==> config.mk <==
export PLATFORM = sky130hd
export DESIGN_NAME = shared_down_timer_arbiter
export DESIGN_NICKNAME = d
export VERILOG_FILES = /design/src/rtl/timer_arb_pkg.sv /design/src/rtl/loadable_down_counter.sv /design/src/rtl/shared_down_timer_arbiter.sv
export SDC_FILE = /design/constraint.sdc
export NUM_CORES = 1
export LEC_CHECK = 0
export CORE_MARGIN = 1.5
export CORE_UTILIZATION = 30
export CTS_BUF_LIST = sky130_fd_sc_hd__clkbuf_4 sky130_fd_sc_hd__clkbuf_8
export CTS_CLUSTER_DIAMETER = 100
export DETAILED_ROUTE_END_ITERATION = 10
export PLACE_DENSITY = 0.62
export SLEW_MARGIN = 30
export SYNTH_ARGS = -nofsm -noshare
export SYNTH_HDL_FRONTEND = slang
export SYNTH_HIERARCHICAL = 1
export SYNTH_SLANG_ARGS = --single-unit
==> constraint.sdc <==
create_clock -name clk -period 2.78 [get_ports clk]
set_input_delay 0.556 -clock clk [delete_from_list [all_inputs] [get_ports clk]]
set_output_delay 0.556 -clock clk [all_outputs]
set_load 0.005 [all_outputs]
==> src/rtl/timer_arb_pkg.sv <==
// Shared types and helpers for the shared down-timer arbiter.
package timer_arb_pkg;

    typedef enum logic [1:0] {
        IDLE,
        COUNT,
        DONE
    } state_t;

    // Widest request vector the helpers accept; NUM_REQ must not exceed this.
    localparam int unsigned MAX_REQ = 32;

    // Round-robin pick: first set bit searching upward from (last+1) mod n, with wrap.
    // Returns last when nothing is requested.
    function automatic int unsigned rr_pick(
        input logic [MAX_REQ-1:0] req,
        input int unsigned        last,
        input int unsigned        n
    );
        int unsigned idx;
        logic        found;
        rr_pick = last;
        found   = 1'b0;
        for (int unsigned k = 1; k <= MAX_REQ; k++) begin
            if (k <= n) begin
                idx = (last + k) % n;
                if (!found && req[idx]) begin
                    rr_pick = idx;
                    found   = 1'b1;
                end
            end
        end
    endfunction

    function automatic logic [MAX_REQ-1:0] onehot(input int unsigned idx);
        onehot      = '0;
        onehot[idx] = 1'b1;
    endfunction

endpackage

==> src/rtl/loadable_down_counter.sv <==
// Loadable down counter that saturates at zero.
module loadable_down_counter #(
    parameter int unsigned CW = 8
) (
    input  logic          clk,
    input  logic          rstn,
    input  logic          load,
    input  logic [CW-1:0] load_val,
    input  logic          en,
    output logic [CW-1:0] count,
    output logic          zero
);

    // Load has priority over decrement; decrement stops at zero.
    always_ff @(posedge clk or negedge rstn) begin
        if (!rstn) begin
            count <= '0;
        end else if (load) begin
            count <= load_val;
        end else if (en && (count != '0)) begin
            count <= count - 1'b1;
        end
    end

    // Zero flag for the controlling FSM.
    always_comb begin
        zero = (count == '0);
    end

endmodule

==> src/rtl/shared_down_timer_arbiter.sv <==
// One shared down counter, handed round-robin to NUM_REQ requesters.
module shared_down_timer_arbiter
    import timer_arb_pkg::*;
#(
    parameter int unsigned NUM_REQ   = 4,
    parameter int unsigned MOD_VALUE = 256
) (
    input  logic                                    clk,
    input  logic                                    rstn,
    input  logic [NUM_REQ-1:0]                      req,
    input  logic [NUM_REQ*$clog2(MOD_VALUE)-1:0]    load_val,
    input  logic                                    abort,
    output logic [NUM_REQ-1:0]                      grant,
    output logic [NUM_REQ-1:0]                      done,
    output logic                                    busy,
    output logic [$clog2(MOD_VALUE)-1:0]            count
);

    localparam int unsigned CW = $clog2(MOD_VALUE);
    localparam int unsigned IW = (NUM_REQ > 1) ? $clog2(NUM_REQ) : 1;

    state_t          state;
    logic [IW-1:0]   last;
    logic [IW-1:0]   win;
    logic [NUM_REQ-1:0] win_oh;
    logic [CW-1:0]   win_val;
    logic            cnt_load;
    logic [CW-1:0]   cnt_val;
    logic            cnt_en;
    logic            cnt_zero;

    // Arbitration result for the current request vector.
    always_comb begin
        win     = IW'(rr_pick(MAX_REQ'(req), 32'(last), NUM_REQ));
        win_oh  = NUM_REQ'(onehot(32'(win)));
        win_val = load_val[win*CW +: CW];
    end

    // Counter control: abort reuses the load path to clear the count to zero.
    always_comb begin
        cnt_load = 1'b0;
        cnt_val  = '0;
        cnt_en   = 1'b0;
        case (state)
            IDLE: begin
                cnt_load = |req;
                cnt_val  = win_val;
            end
            COUNT: begin
                cnt_load = abort;
                cnt_en   = !abort;
            end
            default: ;
        endcase
    end

    loadable_down_counter #(
        .CW(CW)
    ) u_counter (
        .clk      (clk),
        .rstn     (rstn),
        .load     (cnt_load),
        .load_val (cnt_val),
        .en       (cnt_en),
        .count    (count),
        .zero     (cnt_zero)
    );

    // Control FSM with registered grant/done/busy and round-robin pointer.
    always_ff @(posedge clk or negedge rstn) begin
        if (!rstn) begin
            state <= IDLE;
            grant <= '0;
            done  <= '0;
            busy  <= 1'b0;
            last  <= IW'(NUM_REQ - 1);
        end else begin
            case (state)
                IDLE: begin
                    done <= '0;
                    if (|req) begin
                        grant <= win_oh;
                        busy  <= 1'b1;
                        last  <= win;
                        state <= COUNT;
                    end
                end
                COUNT: begin
                    if (abort) begin
                        grant <= '0;
                        busy  <= 1'b0;
                        state <= IDLE;
                    end else if (cnt_zero) begin
                        done  <= grant;
                        state <= DONE;
                    end
                end
                DONE: begin
                    grant <= '0;
                    done  <= '0;
                    busy  <= 1'b0;
                    state <= IDLE;
                end
                default: begin
                    grant <= '0;
                    done  <= '0;
                    busy  <= 1'b0;
                    state <= IDLE;
                end
            endcase
        end
    end

endmodule

==> results of run 1 <==
-- critical path, stage by stage --
cell and delay [ns]:
clkdlybuf4s50_1 0.45, nor2b_1 0.16, a21o_1 0.18, a221oi_4 0.31, buf_12 0.22, mux2i_1 0.20
o22ai_1 0.10, a221o_1 0.35
-- layout by cell type, fill, tap and decap left out, drive strengths merged, types with 2 or more instances in the layout --
master,netlist,layout
a21o,3,3
dfstp,2,2
buf,3,4
nand2b,4,4
a211o,2,2
ha,2,2
a32o,2,2
a221o,2,2
nand3,2,2
o22ai,8,8
clkinv,1,2
nand2,7,7
dfrtp,19,19
clkbuf,3,3
nand4,2,2
inv,5,5
o2bb2ai,2,2
or3b,2,2
clkdlybuf4s50,0,55
nor2b,3,3
mux2i,21,21
o21ai,6,6
nor3,4,4
a21oi,5,5
or4,3,3
nor2,16,16
nor3b,3,3
a31oi,2,2
-- kinds of logic (layout without fill, tap and decap cells) --
family                     Yosys count  after routing
AOI/OAI and AO/OA                   41             41
adders and majority gates            2              2
buffers and inverters               12             69
DFF                                 21             21
muxes                               21             21
and+or+nand+nor                     49             49
-- area by class of cell --
class / count / area (sq um)
tap: 52 / 65.1
timing repair buffer: 59 / 593
multi-input combinational: 113 / 801
clock buffer: 3 / 41.3
fill: 412 / 2330
sequential: 21 / 528
clock inverter: 1 / 5.00
inverter: 6 / 22.5
-- through the flow --
| stage | area (sq um) | worst slack (ns) |
|---|---|---|
| after floorplan | 1380 | 0.663 |
| after global placement | 2010 | 0.160 |
| after detailed placement | 2010 | 0.115 |
| after CTS | 2060 | 0.402 |
| after global routing | 2060 | 0.295 |
| final | 2060 | 0.411 |
-- flip-flops by register name, indices dropped and copies added (netlist names) --
register and flops:
busy 1, done 4, grant 4, last 2
state 2, u_counter/count 8
-- worst max-delay path by stage --
stage	end	slack, ns	cells past startpoint
floorplan	u_counter/count[7]	0.66	7
global placement	u_counter/count[5]	0.16	8
detailed placement	u_counter/count[5]	0.12	8
CTS	u_counter/count[5]	0.40	8
global route	u_counter/count[0]	0.30	9
finish	u_counter/count[5]	0.41	8
-- layer usage --
layer | routed length (microns) | share of wire, % | vias up | global-route usage, %
met2 | 1870 | 50 | 42 | 26.5
met4 | 41 | 1.1 | 0 | 3.98
li1 | - | - | 665 | -
met3 | 172 | 4.6 | 5 | 3.42
met5 | 0 | 0 | - | 0
met1 | 1680 | 45 | 658 | 19.9
-- report_power, final --
part           internal (W)  leakage [nW]  switching, W  total (W)
logic              0.000555         0.595      0.000525    0.00108
registers          0.000430         0.270      0.000141   0.000571
clock network      0.000100        0.0255      0.000106   0.000206
total               0.00109         0.890      0.000772    0.00186
==> flow_summary.yaml, run 1 <==
outcome:
  run_status: "finished clean"
grt:
  grt_max_degree: 22
  grtUsageTotal_pct: 15.5
  grt_pass1_wl_mm: 6.30
  grt_overflow_total: 0
  grt_pass1_vias: 1348
  grt_antenna_before_repair: 0
timing:
  worstMarginPinSlew_ns: 0.614
  whs_ns: 0.499
  setup_viol: 0
  skew_ns: 0.00561
  finalHoldViolations: 0
  final.min_clock_period_ns: 2.37
  setup-tns-final_ns: 0
  final.period_utilization_pct: 85.2
  max_slew_margin_pct: 59.0
  report.final.slew_viol_count: 0
  rsz0062_at_grt: "no"
  fmax_mhz: 422
die:
  io_pins: 56
  die_x_microns: 70.7
  die_area_sq_um: 5000
  core_area_sq_um: 4380
  die_y_microns: 70.7
  start_util_pct: 31.4
  num_rows: 24
finish:
  drive_gt1_share_pct: 6.40
  fin_cells: 255
  final_core_utilization_pct: 46.9
  antenna_cells: 0
  nets: 245
  synthToLayoutAreaGrowth_pct: 49.5
power:
  leakage_nw: 0.890
  p_per_area_nw_per_um2: 904
  peakVddDrop_mv: 0.525
  total_power_w: 0.00186
clocking:
  insertion_delay_ns: 0.27
  cts_buffer_depth: 2
  path_clk_slew_ns: 0.08
  cts_root_buf: "clkbuf_8"
  post_cts_buffers: 0
  tritoncts: "built"
  clock_sinks: 21
  post_cts_resized: 0
  htreeDepth: 1
  hold_buffers: 0
  cts-buffers-inserted: 3
yosys:
  avgSynthCellArea_sq_um: 9.42
  synth_cells: 146
  synth-simple-area-share_pct: 18.5
  yosys_register_bits: 21
  ys_seq_area_share_pct: 38.4
  async_flop_share_pct: 100
  syn_nets: 187
  netlist_top_cells_area: "dfrtp_1 (35%), mux2i_1 (15%), nor2_1 (4.4%), dfstp_2 (3.8%), o22ai_1 (3.6%)"
  synth_compound_area_share_pct: 21.8
  yosys.area.top_type: "dfrtp_1"
  synth.most_common_cell: "mux2i_1"
  synth-xor-area-share_pct: 0
  ys.flop_type: "dfrtp_1"
  syn_area_sq_um: 1380
  ys_warn_count: 6
  synthMuxAreaShare_pct: 15.3
  ys_types: 43
  ys_top_cells_by_count: "mux2i_1 (21), dfrtp_1 (19), nor2_1 (16)"
  synthAdderAreaFrac_pct: 1.82
  yosys.area.top_type_share_pct: 34.6
  synth_top_family_by_area: "compound AO/OA/AOI/OAI gates"
  synth_edf_count: 0
route:
  wl_per_cell_microns: 14.8
  drt_iter0_markers: 60
  postRouteAntennaNets: 0
  drcViolationCount: 0
  drtPass1Iterations: 4
  wirelength_mm: 3.77
  post_drt_via_cell_ratio: 5.37
  dr_total_vias: 1370
place:
  dp_hpwl_mm: 2.94
  io_buffers: 55
  gp_congestion: 0.850
  place_inst: 251
min_path:
  hold_path.class: "reg -> reg"
  min_from: "busy"
  hold-path-cell-count: 1
  min_to: "busy"
worst_setup_path:
  reg2reg_from: "last[0]"
  r2r_setup_slack_ns: 0.66
  regToRegEndpoint: "u_counter/count[5]"
  arrival_ns: 2.53
  cp.required_ns: 2.94
  critPathLaunch: "req[3]"
  critPathMaxFanout: 21
  critical_path_class: "in -> reg"
  rr_worst_depth: 7
  start_kind: "input port"
  endpoint_kind: "flop"
job:
  cap_violations: 0
(Power assumes the default switching activity.)
==> run 2, diff against run 1 <==
- CTS_BUF_LIST: sky130_fd_sc_hd__clkbuf_4 sky130_fd_sc_hd__clkbuf_8 -> not set
- PLACE_DENSITY: 0.62 -> not set
- PLACE_DENSITY_LB_ADDON: not set -> 0.12
- clock period: 2.78 -> 2.12 ns (I/O delays scaled with it)
==> flow_summary.yaml, run 2 (same netlist as run 1, synthesis figures left out) <==
outcome:
  run_status: "finished clean"
timing:
  rsz0062_at_grt: "yes"
  max_slew_margin_pct: 53.6
  final.min_clock_period_ns: 2.08
  report.final.slew_viol_count: 0
  skew_ns: 0.00213
  whs_ns: 0.481
  worstMarginPinSlew_ns: 0.690
  setup_viol: 0
  final.period_utilization_pct: 98.1
  fin_ws_ns: 0.0406
  fmax_mhz: 481
  finalHoldViolations: 0
worst_setup_path:
  path_cells: "nor2b_2 -> a21o_1 -> a221oi_4 -> buf_6 -> mux2i_1 -> o22ai_1 -> a221o_1"
  rr_worst_depth: 7
  critPathLaunch: "last[0]"
  arrival_ns: 2.23
  critical_path_class: "reg -> reg"
  cp.required_ns: 2.27
  path_depth: 7
  regToRegEndpoint: "u_counter/count[5]"
  crit_family: "compound AO/OA/AOI/OAI gates"
  slowest_stage: "dfstp_2"
  reg2reg_from: "last[0]"
  cpPeakStageDelay_ns: 0.57
  critPathMaxFanout: 8
  crit_buf_inv: 1
  start_kind: "flop"
  endpoint_kind: "flop"
  r2r_setup_slack_ns: 0.04
  crit_end: "u_counter/count[5]"
finish:
  final_core_utilization_pct: 52.6
  top_register: "u_counter/count"
  final_common_cell: "clkdlybuf4s50_1"
  nets: 268
  fin_cells: 278
  multi_input_area_sq_um: 861
  largest_reg_flops: 8
  seqCellArea_sq_um: 528
  nFillCells: 399
  drive_gt1_share_pct: 20.4
  design_area_sq_um: 2310
  largestRegisters: "u_counter/count: 8 flops, done: 4 flops, grant: 4 flops"
  final_cell_mix: "clkdlybuf4s50_1 (51), buf_4 (22), dfrtp_1 (19)"
  synthToLayoutAreaGrowth_pct: 67.7
  antenna_cells: 0
grt:
  grt_pass1_vias: 1585
  grtUsageMet1_pct: 21.4
  use_met2_pct: 34.3
  grtUsageTotal_pct: 18.2
  grt_overflow_total: 0
  grt_antenna_before_repair: 0
  grt_pass1_wl_mm: 7.29
  top_usage_layer: "met2"
  grt_max_degree: 22
  use_met3_pct: 3.70
power:
  p_per_area_nw_per_um2: 1260
  peakVddDrop_mv: 0.628
  leakage_nw: 1.02
clocking:
  cts_buffer_depth: 2
  clock_sinks: 21
  htreeDepth: 1
  hold_buffers: 0
  path_clk_slew_ns: 0.08
  insertion_delay_ns: 0.26
  cts-buffers-inserted: 3
  tritoncts: "built"
  cts_root_buf: "clkbuf_8"
place:
  gp_congestion: 0.891
  place_inst: 269
  dpl_cell_area_sq_um: 2140
  io_buffers: 55
  dp_hpwl_mm: 3.32
  place_ws_ns: -0.413
route:
  postRouteAntennaNets: 0
  dr_total_vias: 1451
  drcViolationCount: 0
  drt_iter0_markers: 42
  drtPass1Iterations: 4
  post_drt_via_cell_ratio: 5.22
  wl_per_cell_microns: 15.5
  wirelength_mm: 4.32
min_path:
  hold_path.class: "reg -> reg"
die:
  die_area_sq_um: 5000
  start_util_pct: 31.4
  die_y_microns: 70.7
  die_x_microns: 70.7
  core_area_sq_um: 4380
  num_rows: 24
  io_pins: 56
job:
  cap_violations: 0
[run 2: cell count changes in the layout (fill, tap and decap cells not counted), sizes merged]
| cell | before | now |
|---|---|---|
| buf | 4 | 27 |
| clkdlybuf4s50 | 55 | 51 |
| dlygate4sd2 | 0 | 4 |
[run 2: final cells by class]
| cell class | count | area share, % |
|---|---|---|
| clock buffer | 3 | 1.79 |
| clock inverter | 1 | 0.217 |
| inverter | 6 | 0.977 |
| multi-input combinational | 113 | 37.3 |
| sequential | 21 | 22.9 |
| tap | 52 | 2.82 |
| timing repair buffer | 82 | 34.0 |
[run 2: per-layer routing]
metal | up-vias | wire length (microns)
met5 | - | 0
met1 | 695 | 1870
met4 | 0 | 60
li1 | 716 | -
met2 | 34 | 2220
met3 | 6 | 173
[run 2: what timing repair did]
action                     4_1_cts  5_1_grt
setup endpoints to repair        8        9
gates cloned                     1        0
pin swaps                        8       12
gates resized for setup          7       14
buffers inserted                 3        2
[run 2: through the flow]
stage | power, W | setup TNS, ns
floorplan | 0.00160 | 0
global placement | 0.00237 | -2.49
detailed placement | 0.00241 | -2.94
CTS | 0.00284 | 0
global route | 0.00312 | -0.394
finish | 0.00291 | 0
[run 2: where the power goes]
group / switching [W] / internal, W
logic: 0.000868 / 0.00106
registers: 0.000142 / 0.000564
clock network: 0.000142 / 0.000131
[run 2: worst min-delay path by stage]
stage	endpoint	from	slack, ns	depth (start not counted)
2_1_floorplan	busy	rstn	0.13	0
3_3_place_gp	busy	busy	0.46	1
3_5_place_dp	busy	busy	0.47	1
4_1_cts	busy	busy	0.49	1
5_1_grt	busy	busy	0.52	1
6_report	busy	busy	0.48	1
